==> src/rtl/digital_clock_pkg.sv <==
// Shared encodings and pattern timing for the alarm/chime beeper.
// States double as active_src codes where they overlap.
package digital_clock_pkg;

   typedef enum logic [1:0] {
      ST_IDLE   = 2'd0,
      ST_CHIME  = 2'd1,
      ST_ALARM  = 2'd2,
      ST_SNOOZE = 2'd3
   } state_e;

   localparam logic [1:0] SRC_NONE   = 2'd0;
   localparam logic [1:0] SRC_CHIME  = 2'd1;
   localparam logic [1:0] SRC_ALARM  = 2'd2;
   localparam logic [1:0] SRC_SNOOZE = 2'd3;

   localparam int CHIME_ON_MS     = 100;
   localparam int CHIME_PERIOD_MS = 2 * CHIME_ON_MS;
   localparam int ALARM_ON_MS     = 500;
   localparam int SEC_MS          = 1000;

   function automatic logic [1:0] src_of(state_e s);
      logic [1:0] r;
      r = SRC_NONE;
      case (s)
         ST_CHIME:  r = SRC_CHIME;
         ST_ALARM:  r = SRC_ALARM;
         ST_SNOOZE: r = SRC_SNOOZE;
         default:   r = SRC_NONE;
      endcase
      return r;
   endfunction

endpackage

==> src/rtl/beep_tone_gen.sv <==
// Millisecond prescaler and square-wave tone divider.
// clr restarts both so every pattern begins phase-aligned.
module beep_tone_gen
   import digital_clock_pkg::*;
#(
   parameter int CLK_HZ  = 50_000_000,
   parameter int TONE_HZ = 2_000
) (
   input  logic clk,
   input  logic rst,
   input  logic clr,
   output logic ms_tick,
   output logic tone
);

   localparam int MS_DIV = CLK_HZ / 1000;
   localparam int HALF   = CLK_HZ / (2 * TONE_HZ);
   localparam int MW     = $clog2(MS_DIV);
   localparam int HW     = (HALF > 1) ? $clog2(HALF) : 1;

   logic [MW-1:0] ms_cnt_q;
   logic [HW-1:0] half_cnt_q;
   logic          tone_q;

   assign ms_tick = (ms_cnt_q == MW'(MS_DIV - 1));
   assign tone    = tone_q;

   // free-running ms prescaler and tone toggle, restarted by clr
   always_ff @(posedge clk) begin
      if (!rst || clr) begin
         ms_cnt_q   <= '0;
         half_cnt_q <= '0;
         tone_q     <= 1'b0;
      end else begin
         if (ms_tick) ms_cnt_q <= '0;
         else         ms_cnt_q <= ms_cnt_q + MW'(1);
         if (half_cnt_q == HW'(HALF - 1)) begin
            half_cnt_q <= '0;
            tone_q     <= ~tone_q;
         end else begin
            half_cnt_q <= half_cnt_q + HW'(1);
         end
      end
   end

endmodule

==> src/rtl/alarm_beep_scheduler.sv <==
// Beep owner: arbitrates alarm/chime patterns onto the buzzer.
// Snooze support is built only when ALARM_SNOOZE_EN is defined.
module alarm_beep_scheduler
   import digital_clock_pkg::*;
#(
   parameter int CLK_HZ      = 50_000_000,
   parameter int TONE_HZ     = 2_000,
   parameter int ALARM_SEC   = 60,
   parameter int CHIME_BEEPS = 2,
   parameter int SNOOZE_SEC  = 300
) (
   input  logic       clk,
   input  logic       rst,
   input  logic       alarm_req,
   input  logic       chime_req,
   input  logic       stop_pulse,
   input  logic       snooze_pulse,
   output logic       beep,
   output logic       busy,
   output logic [1:0] active_src
);

   state_e      state_q, state_d;
   logic        alarm_q;
   logic [9:0]  ms_q;
   logic [8:0]  cnt_q;
   logic        beep_q, busy_q;
   logic [1:0]  src_q;
   logic        ms_tick, tone;
   logic        rise, last_ms, wrap, enter, pat_on;

`ifndef ALARM_SNOOZE_EN
   logic unused_cfg;
   assign unused_cfg = snooze_pulse | (SNOOZE_SEC == 0);
`endif

   beep_tone_gen #(
      .CLK_HZ  (CLK_HZ),
      .TONE_HZ (TONE_HZ)
   ) u_tone (
      .clk     (clk),
      .rst     (rst),
      .clr     (enter),
      .ms_tick (ms_tick),
      .tone    (tone)
   );

   // next state, pattern gate and period-wrap decode
   always_comb begin
      rise    = alarm_req & ~alarm_q;
      last_ms = (state_q == ST_CHIME)
              ? (ms_q == 10'(CHIME_PERIOD_MS - 1))
              : (ms_q == 10'(SEC_MS - 1));
      wrap    = ms_tick & last_ms;
      pat_on  = ((state_q == ST_CHIME) &&
                 (ms_q < 10'(CHIME_ON_MS))) ||
                ((state_q == ST_ALARM) &&
                 (ms_q < 10'(ALARM_ON_MS)));
      state_d = state_q;
      unique case (state_q)
         ST_IDLE: begin
            if (rise)           state_d = ST_ALARM;
            else if (chime_req) state_d = ST_CHIME;
         end
         ST_CHIME: begin
            if (rise)            state_d = ST_ALARM;
            else if (stop_pulse) state_d = ST_IDLE;
            else if (wrap && cnt_q == 9'(CHIME_BEEPS - 1))
               state_d = ST_IDLE;
         end
         ST_ALARM: begin
            if (stop_pulse) state_d = ST_IDLE;
`ifdef ALARM_SNOOZE_EN
            else if (snooze_pulse) state_d = ST_SNOOZE;
`endif
            else if (wrap && cnt_q == 9'(ALARM_SEC - 1))
               state_d = ST_IDLE;
         end
`ifdef ALARM_SNOOZE_EN
         ST_SNOOZE: begin
            if (stop_pulse) state_d = ST_IDLE;
            else if (rise)  state_d = ST_ALARM;
            else if (wrap && cnt_q == 9'(SNOOZE_SEC - 1))
               state_d = ST_ALARM;
         end
`endif
         default: state_d = ST_IDLE;
      endcase
      enter = (state_d != state_q);
   end

   // FSM state, pattern counters and registered outputs
   always_ff @(posedge clk) begin
      if (!rst) begin
         state_q <= ST_IDLE;
         alarm_q <= 1'b0;
         ms_q    <= '0;
         cnt_q   <= '0;
         beep_q  <= 1'b0;
         busy_q  <= 1'b0;
         src_q   <= SRC_NONE;
      end else begin
         alarm_q <= alarm_req;
         state_q <= state_d;
         if (enter || state_q == ST_IDLE) begin
            ms_q  <= '0;
            cnt_q <= '0;
         end else if (ms_tick) begin
            if (wrap) begin
               ms_q  <= '0;
               cnt_q <= cnt_q + 9'd1;
            end else begin
               ms_q  <= ms_q + 10'd1;
            end
         end
         beep_q <= tone & pat_on & ~enter;
         busy_q <= (state_d != ST_IDLE);
         src_q  <= src_of(state_d);
      end
   end

   assign beep       = beep_q;
   assign busy       = busy_q;
   assign active_src = src_q;

endmodule
==> config.mk <==
export PLATFORM = sky130hd
export DESIGN_NAME = alarm_beep_scheduler
export DESIGN_NICKNAME = d
export VERILOG_FILES = /design/src/rtl/digital_clock_pkg.sv /design/src/rtl/beep_tone_gen.sv /design/src/rtl/alarm_beep_scheduler.sv
export SDC_FILE = /design/constraint.sdc
export NUM_CORES = 1
export LEC_CHECK = 0
export BUFFER_PORTS_ARGS = -buffer_cell sky130_fd_sc_hd__buf_2
export CORE_ASPECT_RATIO = 0.8
export CORE_MARGIN = 5
export CORE_UTILIZATION = 29
export DETAILED_ROUTE_END_ITERATION = 16
export GPL_TIMING_DRIVEN = 0
export HOLD_SLACK_MARGIN = 0.15
export SYNTH_ARGS = -nofsm -noshare
export SYNTH_HDL_FRONTEND = slang
export SYNTH_SLANG_ARGS = --single-unit
==> constraint.sdc <==
create_clock -name clk -period 3.4 [get_ports clk]
set_input_delay 0 -clock clk [delete_from_list [all_inputs] [get_ports clk]]
set_output_delay 0 -clock clk [all_outputs]
set_load 0.02 [all_outputs]
==> results.cfg, run 1 <==
[global_routing]
global_route_wire_length_before_repair_um = 10400
first_global_vias = 2255
grt_max_degree = 16
grt.total_usage_pct = 10.7
grt.overflow.total = 0
grt_antenna_before_repair = 0

[timing]
timing.max_slew.rel_slack_pct = 47.5
timing.hold.ws_ns = 0.203
worst_pin_slew_ns = 0.781
final-max-slew-violation-count = 0
tcrit_tclk_final_pct = 80.5
hold_viol_final = 0
worst_clock_skew_ns = 0.00983
setup_total_negative_slack_ns = 0
layout_min_cycle_time_ns = 2.74
setup-violations-final = 0
grt_setup_unrepaired = no
max_fclk_mhz = 366

[worst_setup_path]
cp.required_ns = 3.54
crit_arrival_ns = 2.88
r2r_setup_slack_ns = 0.66
reg2reg_depth = 5
criticalPathCategory = flop to flop
critical_path.reg2reg.endpoint = beep$_SDFF_PN0_
r2r_start = active_src[0]$_SDFF_PN0_
worst_setup_path_start_kind = flop
crit_path_end_kind = flop
critPathMaxFanout = 9

[yosys]
yosys_most_used_dff = sky130_fd_sc_hd__dfxtp_1
synth.yosys.warnings = 0
synth.top_cells.by_area = sky130_fd_sc_hd__dfxtp_1 40%, sky130_fd_sc_hd__xnor2_1 6.6%, sky130_fd_sc_hd__nor3_1 6.1%, sky130_fd_sc_hd__xor2_1 5.7%, sky130_fd_sc_hd__nor2_1 4.6%
postSynthAreaPerCell_um2 = 8.33
synth_top_cell_area_share_pct = 40.4
most_used_standard_cells_in_the_synthesized_netlist = 56 x sky130_fd_sc_hd__dfxtp_1, 34 x sky130_fd_sc_hd__nor2_1, 34 x sky130_fd_sc_hd__nor3_1, 29 x sky130_fd_sc_hd__nand2_1, 21 x sky130_fd_sc_hd__xnor2_1
synth_fp_nets = 344
synth-edff-count = 0
synth_unique_cells = 44
syn_std_cell_area_mm2 = 0.00277
seq_area_frac_synth_pct = 40.4
synth.largest_area_cell = sky130_fd_sc_hd__dfxtp_1
ys_ff_latch = 56
syn-instance-count = 333
asyncSetResetFlopFracSynth_pct = 0
synthMostInstantiatedCell = sky130_fd_sc_hd__dfxtp_1

[drt]
detail_route.iter0.violations = 98
drt.antenna.violating_nets = 0
detail_route.wl_per_cell_um = 12.4
detail_route.vias_per_cell = 5.06
wirelength_um = 5790
remaining_drc_errors = 0
routed-via-count = 2363
detail_route.first_pass.iterations = 4

[floorplanning]
fp.coreArea_mm2 = 0.00919
floorplan.rows = 31
floorplan.die.width_um = 119
initial_core_util_pct = 30.2
floorplan.die.height_um = 97.5
io_pins = 10
die_area_mm2 = 0.0116

[run_status]
run_status = finished, final reports clean

[clock_network]
cts_made_buffers = 5
clock_insertion_delay_worst_skew_ns = 0.29
tritoncts = yes
clk_pin_slew_ns = 0.07
cts_num_sinks = 56
clock-root-buffer = sky130_fd_sc_hd__clkbuf_16
cts-htree-levels = 2
clock_buffer_depth = 2

[flow_run]
timing.max_cap.violations = 0

[placement]
dp_hpwl_um = 4250
placedInstanceArea_mm2 = 0.00296
place.gp.congestion = 0.794
port-buffer-count = 8

[power_and_ir_drop]
switchingPower_uw = 267
share_comb_of_total_power_pct = 5.3
power.leakage_uw = 0.000988
sw_frac_of_total_pct = 21.9
power_per_cell_area_mw_per_mm2 = 390
peak_ir_drop_on_the_vdd_network_v = 0.000233
power.share.sequential_pct = 54.8
power.internal_uw = 955
p_clk_share_pct = 39.9

[layout]
area_growth_syn_to_layout_pct = 12.9
diodes = 0
final_core_util_pct = 34.1
post_route_cells_drive_above_1_share_pct = 6.82
fillers = 919
finalNetCount = 363
layout.cell_area.non_filler_mm2 = 0.00313

[hold_path]
start_point_of_the_worst_min_delay_path = chime_req
hold-path-cell-count = 5
hold_path.class = input pin to flop
min_to = busy$_SDFF_PN0_
## logic make-up (layout without fill, tap and decap cells)
kind of cell / count (synthesis) / after routing / synth area share, %
adder cells (fa/ha/maj): 5 / 5 / 2.26
AO/OA/AOI/OAI: 30 / 30 / 6.95
XOR/XNOR: 39 / 39 / 12.3
buffers and inverters: 21 / 40 / 3.07
AND/OR/NAND/NOR: 182 / 182 / 35.0
flip-flops: 56 / 56 / 40.4
## critical path, stage by stage (launching register included)
cell and delay, ns:
sky130_fd_sc_hd__dfxtp_1 0.46, sky130_fd_sc_hd__or4b_2 0.66, sky130_fd_sc_hd__o22a_1 0.34, sky130_fd_sc_hd__or3_1 0.49, sky130_fd_sc_hd__nor2_1 0.51, sky130_fd_sc_hd__nor3_1 0.14
## per-layer routing
| metal | up-vias | routed length, µm | track usage, % |
|---|---|---|---|
| met5 | - | 0 | 0 |
| met4 | 0 | 59 | 3.35 |
| met3 | 5 | 162 | 2.62 |
| met2 | 30 | 2540 | 16.5 |
| met1 | 1096 | 3030 | 14.8 |
| li1 | 1232 | - | - |
## cells in the final DEF (no fill, tap or decap), drive strengths merged, types with 2 or more instances in the layout
cell and count:
nor4bb 3, dfxtp 56, or4 4, buf 11
xnor2 21, or3 5, and2 3, nand3 19
nor2 34, nor3 34, o21ai 10, dlygate4sd3 4
nor4b 3, or4b 2, ha 5, xor2 18
clkbuf 14, and4 4, nand2b 3, nand4 17
nor2b 4, nor4 9, inv 10, nand2 29
and3 6, a21oi 7
## sequential cells by signal (all words and copies together), names as in the netlist
register,count
u_tone.half_cnt_q,14
ms_q,10
u_tone.tone,1
u_tone.ms_cnt_q,16
beep,1
active_src,2
alarm_q,1
state_q,1
busy,1
cnt_q,9
## worst max-delay path by stage
stage | start | endpoint | slack (ns) | depth (start not counted)
3_3_place_gp | active_src[0]$_SDFF_PN0_ | beep$_SDFF_PN0_ | 0.63 | 5
3_5_place_dp | active_src[0]$_SDFF_PN0_ | beep$_SDFF_PN0_ | 0.61 | 5
2_1_floorplan | u_tone.ms_cnt_q[10]$_SDFF_PP0_ | cnt_q[7]$_SDFFE_PP0P_ | 0.99 | 5
6_report | active_src[0]$_SDFF_PN0_ | beep$_SDFF_PN0_ | 0.66 | 5
5_1_grt | active_src[0]$_SDFF_PN0_ | beep$_SDFF_PN0_ | 0.46 | 6
4_1_cts | active_src[0]$_SDFF_PN0_ | beep$_SDFF_PN0_ | 0.61 | 5
## power by group through the flow
| stage | Combinational [µW] | Sequential, µW | Clock (µW) |
|---|---|---|---|
| 2_1_floorplan | 40.0 | 686 | 0 |
| 4_1_cts | 65.0 | 670 | 501 |
| 6_report | 64.4 | 670 | 487 |
| 5_1_grt | 73.4 | 671 | 532 |
| 3_5_place_dp | 61.1 | 685 | 0 |
| 3_3_place_gp | 60.8 | 685 | 0 |
## cell type report
class | count | area (µm²) | share of cell area (%)
clock buffer | 6 | 129 | 4.12
tap | 115 | 144 | 4.59
multi-input combinational | 256 | 1570 | 50.1
sequential | 56 | 1120 | 35.8
timing repair buffer | 12 | 80.1 | 2.56
buffer | 11 | 47.5 | 1.52
inverter | 10 | 37.5 | 1.20
clock inverter | 1 | 5.00 | 0.160
## metrics by stage
step	power, µW	worst slack, ns	cells
4_1_cts	1240	0.608	467
5_1_grt	1280	0.461	467
3_3_place_gp	746	0.632	456
2_1_floorplan	726	0.987	333
3_5_place_dp	746	0.615	456
6_report	1220	0.664	467
## timing repair
item / CTS / global route
hold buffers: 4 / 0
setup buffers: 0 / 0
hold endpoints to repair: 5 / 0
setup endpoints to repair: 0 / 0
resized for setup: 0 / 0
Power figures use the tool's default switching activity.
==> run 2, diff against run 1 <==
Settings changed: ABC_AREA from default to 1.
Clock period 3.4 ns to 2.7 ns, I/O delays scaled along.
==> run 2 against run 1 <==
Effect of this change:
- combinational power is 72% higher
- sequential share of layout area fell by 2.9 points
- sequential power up 26%
- utilization shrank 0.48 points
- wire length down 4.8%
- register-to-register slack worse by 0.34 ns
- via count is 4.2% higher
- final area rose by 8.9%
- area after synthesis rose by 7.9%
- maximum frequency up 15%
- synthesized cell count grew 23%
==> results.cfg, run 2 <==
[power_and_ir_drop]
power.leakage_uw = 0.00125
switchingPower_uw = 403
peak_ir_drop_on_the_vdd_network_v = 0.000248
power.share.sequential_pct = 51.8
p_clk_share_pct = 41.4
power_per_cell_area_mw_per_mm2 = 478
power.internal_uw = 1230
sw_frac_of_total_pct = 24.7
fin_total_pwr_uw = 1630
share_comb_of_total_power_pct = 6.8

[timing]
worst_pin_slew_ns = 0.529
tcrit_tclk_final_pct = 88.2
grt_setup_unrepaired = no
final-max-slew-violation-count = 0
hold_viol_final = 0
layout_min_cycle_time_ns = 2.38
setup_ws_ns = 0.320
timing.hold.ws_ns = 0.218
max_fclk_mhz = 420
setup_total_negative_slack_ns = 0
timing.max_slew.rel_slack_pct = 64.4
worst_clock_skew_ns = 0.00471
setup-violations-final = 0

[yosys]
syn-instance-count = 411
synth_unique_cells = 32
synth.largest_area_cell = sky130_fd_sc_hd__dfxtp_1
synthMostInstantiatedCell = sky130_fd_sc_hd__inv_1
asyncSetResetFlopFracSynth_pct = 0
synth_fp_nets = 422
synth-compound-area-share_pct = 4.81
muxShareOfSynthArea_pct = 0
synth_top_cell_area_share_pct = 37.4
syn_std_cell_area_mm2 = 0.00299
synth-simple-area-share_pct = 34.3
yosys_most_used_dff = sky130_fd_sc_hd__dfxtp_1
post_synth_xor_area_fraction_pct = 10.2
postSynthAreaPerCell_um2 = 7.28
ys_ff_latch = 56
synth.top_cells.by_area = sky130_fd_sc_hd__dfxtp_1 37%, sky130_fd_sc_hd__inv_1 9.3%, sky130_fd_sc_hd__xor2_1 7.9%, sky130_fd_sc_hd__nor2_1 7.8%, sky130_fd_sc_hd__nand2_1 6.9%
seq_area_frac_synth_pct = 37.4
synth-edff-count = 0
synth.yosys.warnings = 0
synth-adder-area-share_pct = 2.09
main_combinational_cell_family_by_area_after_synthesis = simple AND/OR/NAND/NOR gates
most_used_standard_cells_in_the_synthesized_netlist = 74 x sky130_fd_sc_hd__inv_1, 62 x sky130_fd_sc_hd__nor2_1, 56 x sky130_fd_sc_hd__dfxtp_1, 55 x sky130_fd_sc_hd__nand2_1, 27 x sky130_fd_sc_hd__xor2_1

[layout]
post_route_cells_drive_above_1_share_pct = 13.2
diodes = 0
largest_register_ff_count = 16
mostFrequentLayoutCells = 74 x sky130_fd_sc_hd__inv_1, 62 x sky130_fd_sc_hd__nor2_1, 56 x sky130_fd_sc_hd__dfxtp_1
finalNetCount = 442
final_common_cell = sky130_fd_sc_hd__inv_1
area_growth_syn_to_layout_pct = 14.0
reg.largest.list = u_tone.ms_cnt_q (16), u_tone.half_cnt_q (14), ms_q (10)
fillers = 1098
multi_input_comb_area_mm2 = 0.00154
largest_register = u_tone.ms_cnt_q
sequential_cell_area_mm2 = 0.00112

[clock_network]
cts.hold.buffers_added = 5
cts_num_sinks = 56
tritoncts = yes
post_cts.resized_instances = 0
clock_buffer_depth = 2
clk_pin_slew_ns = 0.07
post_cts.repair.setup_buffers = 0
clock_insertion_delay_worst_skew_ns = 0.30
clock-root-buffer = sky130_fd_sc_hd__clkbuf_16
cts_made_buffers = 5
cts-htree-levels = 2

[worst_setup_path]
critical_path_top_delay_cell = sky130_fd_sc_hd__dfxtp_1
crit_path_end_kind = flop
critPathMaxStageDelay_ns = 0.39
cp.required_ns = 2.90
criticalPathCategory = flop to flop
critPathMaxFanout = 10
crit_path_frequent_cell = sky130_fd_sc_hd__nand2_1
critical-path-top-delay-family = simple AND/OR/NAND/NOR gates
crit_arrival_ns = 2.58
critPathBufInv = 2
crit_chain = ha_1 > nand2_1 > inv_1 > nand2_1 > nor2_1 > nand2_1 > nor2_2 > nand2_2 > o21ai_2 > nand4_2 > nand4_4 > buf_6 > nor2_2
worst_setup_path_start_kind = flop

[global_routing]
grt.overflow.total = 0
global_route_wire_length_before_repair_um = 10000
first_global_vias = 2333
grt.total_usage_pct = 9.78
grt_antenna_before_repair = 0
grt_max_degree = 20

[drt]
detail_route.wl_per_cell_um = 9.64
detail_route.first_pass.iterations = 4
drt.antenna.violating_nets = 0
detail_route.vias_per_cell = 4.30
remaining_drc_errors = 0
detail_route.iter0.violations = 140
routed-via-count = 2462
wirelength_um = 5510

[floorplanning]
io_pins = 10
fp.coreArea_mm2 = 0.0102
die_area_mm2 = 0.0125
floorplan.die.height_um = 101
floorplan.rows = 33
floorplan.die.width_um = 124
initial_core_util_pct = 29.5

[run_status]
run_status = finished, final reports clean

[hold_path]
hold_path.class = input pin to flop

[flow_run]
timing.max_cap.violations = 0

[placement]
dp_hpwl_um = 4100
port-buffer-count = 8
place.gp.congestion = 0.898
post-place-ws_ns = 0.326
==> run 2: cell types whose count changed after synthesis, sizes merged, moves of 5 or more <==
| cell | delta |
|---|---|
| nand2 | +30 |
| xnor2 | -13 |
| clkbuf | -8 |
| nor2 | +50 |
| or3 | -5 |
| nor3 | -15 |
| xor2 | +9 |
| inv | +67 |
==> run 2: worst paths after layout <==
check,from,end,slack (ns),depth (start not counted)
max,ms_q[0]$_SDFFE_PP0P_,cnt_q[0]$_SDFFE_PP0P_,0.32,13
min,stop_pulse,state_q[1]$_SDFF_PN0_,0.22,6
max reg2reg,ms_q[0]$_SDFFE_PP0P_,cnt_q[0]$_SDFFE_PP0P_,0.32,13
min reg2reg,u_tone.ms_cnt_q[0]$_SDFF_PP0_,u_tone.ms_cnt_q[0]$_SDFF_PP0_,0.45,1
==> run 2: cells by family after synthesis <==
| kind of cell | Yosys count |
|---|---|
| AOI/OAI and AO/OA | 23 |
| xor gates and xnor gates | 35 |
| adders and majority gates | 5 |
| buffers and inverters | 82 |
| DFF | 56 |
| and+or+nand+nor | 210 |
==> run 2: worst min-delay path: cells and delay by family <==
family                 cells  cell delay, ns
buffers and inverters      2            0.17
AND/OR/NAND/NOR            3            0.23
AO/OA/AOI/OAI              1            0.07
==> run 2: metrics by stage <==
step                utilization [%]  instance area [µm²]  cells
floorplan                         -                 2990    411
CTS                            33.6                 3410    572
global placement               31.6                 3210    559
detailed placement             31.6                 3210    559
global route                   33.6                 3410    572
finish                         33.6                 3410    572
==> run 2: area by class of cell <==
class	instances	area share (%)
Clock buffer	5	3.67
Clock inverter	3	0.807
Timing Repair Buffer	13	2.64
Sequential cell	56	32.9
Tap cell	140	5.13
Buffer	4	1.21
Multi-Input combinational cell	273	45.1
Inverter	78	8.58
==> run 2: power by group through the flow <==
stage / Clock [µW] / Sequential (µW) / Combinational, µW
6_report: 675 / 846 / 111
5_1_grt: 740 / 848 / 124
4_1_cts: 702 / 846 / 113
3_5_place_dp: 0 / 865 / 107
3_3_place_gp: 0 / 865 / 105
2_1_floorplan: 0 / 868 / 78.5
==> run 2: per-layer routing <==
metal	global-route usage [%]	up-vias	share of wire [%]	wire [µm]
met5	0	-	0	0
met4	3.66	0	1.5	84
met3	2.47	7	2.1	117
met2	15.4	10	44	2420
met1	12.9	1120	52	2890
li1	-	1325	-	-
==> run 3, diff against run 2 <==
Settings changed: REMOVE_ABC_BUFFERS from default to 1.
==> run 3 against run 2 <==
Effect of this change:
- critical path depth stayed put
- hold slack worse by 0.037 ns
- power is 1.8% lower
- via count is 0.89% lower
- sequential power hardly changed
- clock skew is 0.0010 ns higher
- wire length is 0.93% lower
- global-route usage hardly changed
- combinational power is 8% lower
- first-iteration DRC count is 44% lower
- die area stayed put
- highest routed layer unchanged
==> results.cfg, run 3 (synthesis results as in run 2) <==
[run_status]
run_status = finished, final reports clean

[layout]
mostFrequentLayoutCells = 74 x sky130_fd_sc_hd__inv_1, 62 x sky130_fd_sc_hd__nor2_1, 56 x sky130_fd_sc_hd__dfxtp_1
final_common_cell = sky130_fd_sc_hd__inv_1
largest_register_ff_count = 16
area_growth_syn_to_layout_pct = 12.7
diodes = 0
finalNetCount = 438
reg.largest.list = u_tone.ms_cnt_q (16), u_tone.half_cnt_q (14), ms_q (10)
fillers = 1111
largest_register = u_tone.ms_cnt_q
post_route_cells_drive_above_1_share_pct = 12.4

[drt]
detail_route.vias_per_cell = 4.30
drt.antenna.violating_nets = 0
detail_route.wl_per_cell_um = 9.61
remaining_drc_errors = 0
detail_route.first_pass.iterations = 4
detail_route.iter0.violations = 78
routed-via-count = 2440
wirelength_um = 5460

[floorplanning]
io_pins = 10
initial_core_util_pct = 29.5
die_area_mm2 = 0.0125
fp.coreArea_mm2 = 0.0102
floorplan.die.height_um = 101
floorplan.die.width_um = 124
floorplan.rows = 33

[worst_setup_path]
criticalPathCategory = flop to flop
cp.required_ns = 2.92
r2r_setup_slack_ns = 0.37
critPathMaxStageDelay_ns = 0.39
critPathMaxFanout = 19
reg2reg_depth = 13
critical_path.reg2reg.endpoint = ms_q[5]$_SDFFE_PP0P_
critical_path_top_delay_cell = sky130_fd_sc_hd__dfxtp_1
crit_chain = ha_1 > nand2_1 > inv_1 > nand2_1 > nor2_1 > nand2_1 > nor2_2 > nand3_2 > nand2_2 > nand2_1 > a21oi_4 > nand4_4 > nor2_1
r2r_start = ms_q[0]$_SDFFE_PP0P_
crit_path_end_kind = flop
crit_arrival_ns = 2.55
worst_setup_path_startpoint = ms_q[0]$_SDFFE_PP0P_
crit_path_frequent_cell = sky130_fd_sc_hd__nand2_1
crit_path_end = ms_q[5]$_SDFFE_PP0P_
worst_setup_path_start_kind = flop

[clock_network]
clk_pin_slew_ns = 0.07
cts-htree-levels = 2
clock_insertion_delay_worst_skew_ns = 0.30
tritoncts = yes
clock-root-buffer = sky130_fd_sc_hd__clkbuf_16
cts_num_sinks = 56
cts_made_buffers = 5
clock_buffer_depth = 2

[placement]
port-buffer-count = 8
dp_hpwl_um = 4000
place.gp.congestion = 0.817

[global_routing]
grt_max_degree = 20
global_route_wire_length_before_repair_um = 9980
grt.overflow.total = 0
grt.total_usage_pct = 9.75
grt_antenna_before_repair = 0
first_global_vias = 2324

[timing]
final-max-slew-violation-count = 0
layout_min_cycle_time_ns = 2.33
setup-violations-final = 0
tcrit_tclk_final_pct = 86.2
hold_viol_final = 0
timing.max_slew.rel_slack_pct = 71.2
worst_clock_skew_ns = 0.00573
setup_total_negative_slack_ns = 0
max_fclk_mhz = 430
grt_setup_unrepaired = no
worst_pin_slew_ns = 0.428

[power_and_ir_drop]
fin_total_pwr_uw = 1600
power_per_cell_area_mw_per_mm2 = 475
power.leakage_uw = 0.00123
peak_ir_drop_on_the_vdd_network_v = 0.000196

[flow_run]
timing.max_cap.violations = 0

[hold_path]
start_point_of_the_worst_min_delay_path = stop_pulse
hold_path.class = input pin to flop
==> run 3: through the flow <==
step	worst slack, ns	instance area (µm²)	hold WS, ns	utilization (%)	instances
final	0.373	3370	0.181	33.2	568
after floorplan	0.639	2950	0.0935	-	407
after detailed placement	0.265	3170	0.203	31.2	555
after CTS	0.248	3370	0.179	33.1	568
after global placement	0.350	3170	0.197	31.2	555
after global routing	0.0968	3370	0.242	33.2	568
==> run 3: what timing repair did <==
item / CTS / global route
gates resized for setup: 0 / 1
hold buffers: 5 / 0
hold endpoints to repair: 5 / 0
setup endpoints to repair: 0 / 2
buffers inserted: 0 / 0
==> run 3: final cells by class <==
| type | count | area [µm²] | area share [%] |
|---|---|---|---|
| Timing Repair Buffer | 13 | 90.1 | 2.67 |
| Sequential cell | 56 | 1120 | 33.2 |
| Clock inverter | 3 | 22.5 | 0.667 |
| Clock buffer | 5 | 125 | 3.71 |
| Tap cell | 140 | 175 | 5.19 |
| Inverter | 78 | 293 | 8.68 |
| Multi-Input combinational cell | 273 | 1550 | 45.9 |
==> run 3: critical path: cells and delay by family, from the launching register on <==
kind	cells	cell delay, ns
AO/OA/AOI/OAI	1	0.24
adder cells (fa/ha/maj)	1	0.23
buffers and inverters	1	0.07
flip-flops	1	0.39
AND/OR/NAND/NOR	10	1.31
==> run 3: worst min path at each step <==
stage                     cells after the start  slack, ns                  endpoint
after floorplan                               2       0.09        alarm_q$_SDFF_PN0_
after global placement                        3       0.20        alarm_q$_SDFF_PN0_
after detailed placement                      3       0.20        alarm_q$_SDFF_PN0_
after CTS                                     6       0.18           busy$_SDFF_PN0_
after global routing                          6       0.24     state_q[1]$_SDFF_PN0_
final                                         6       0.18  active_src[1]$_SDFF_PN0_
==> run 3: power by group <==
group | switching (µW) | internal [µW]
Combinational | 68.7 | 33.1
Sequential | 9.35 | 836
Clock | 308 | 348
Total | 386 | 1220
==> run 3: layer usage <==
| layer | share of wire (%) | up-vias | track usage, % |
|---|---|---|---|
| li1 | - | 1319 | - |
| met2 | 45 | 14 | 16.0 |
| met5 | 0 | - | 0 |
| met3 | 2.1 | 5 | 2.69 |
| met4 | 1.1 | 0 | 2.55 |
| met1 | 52 | 1102 | 12.6 |
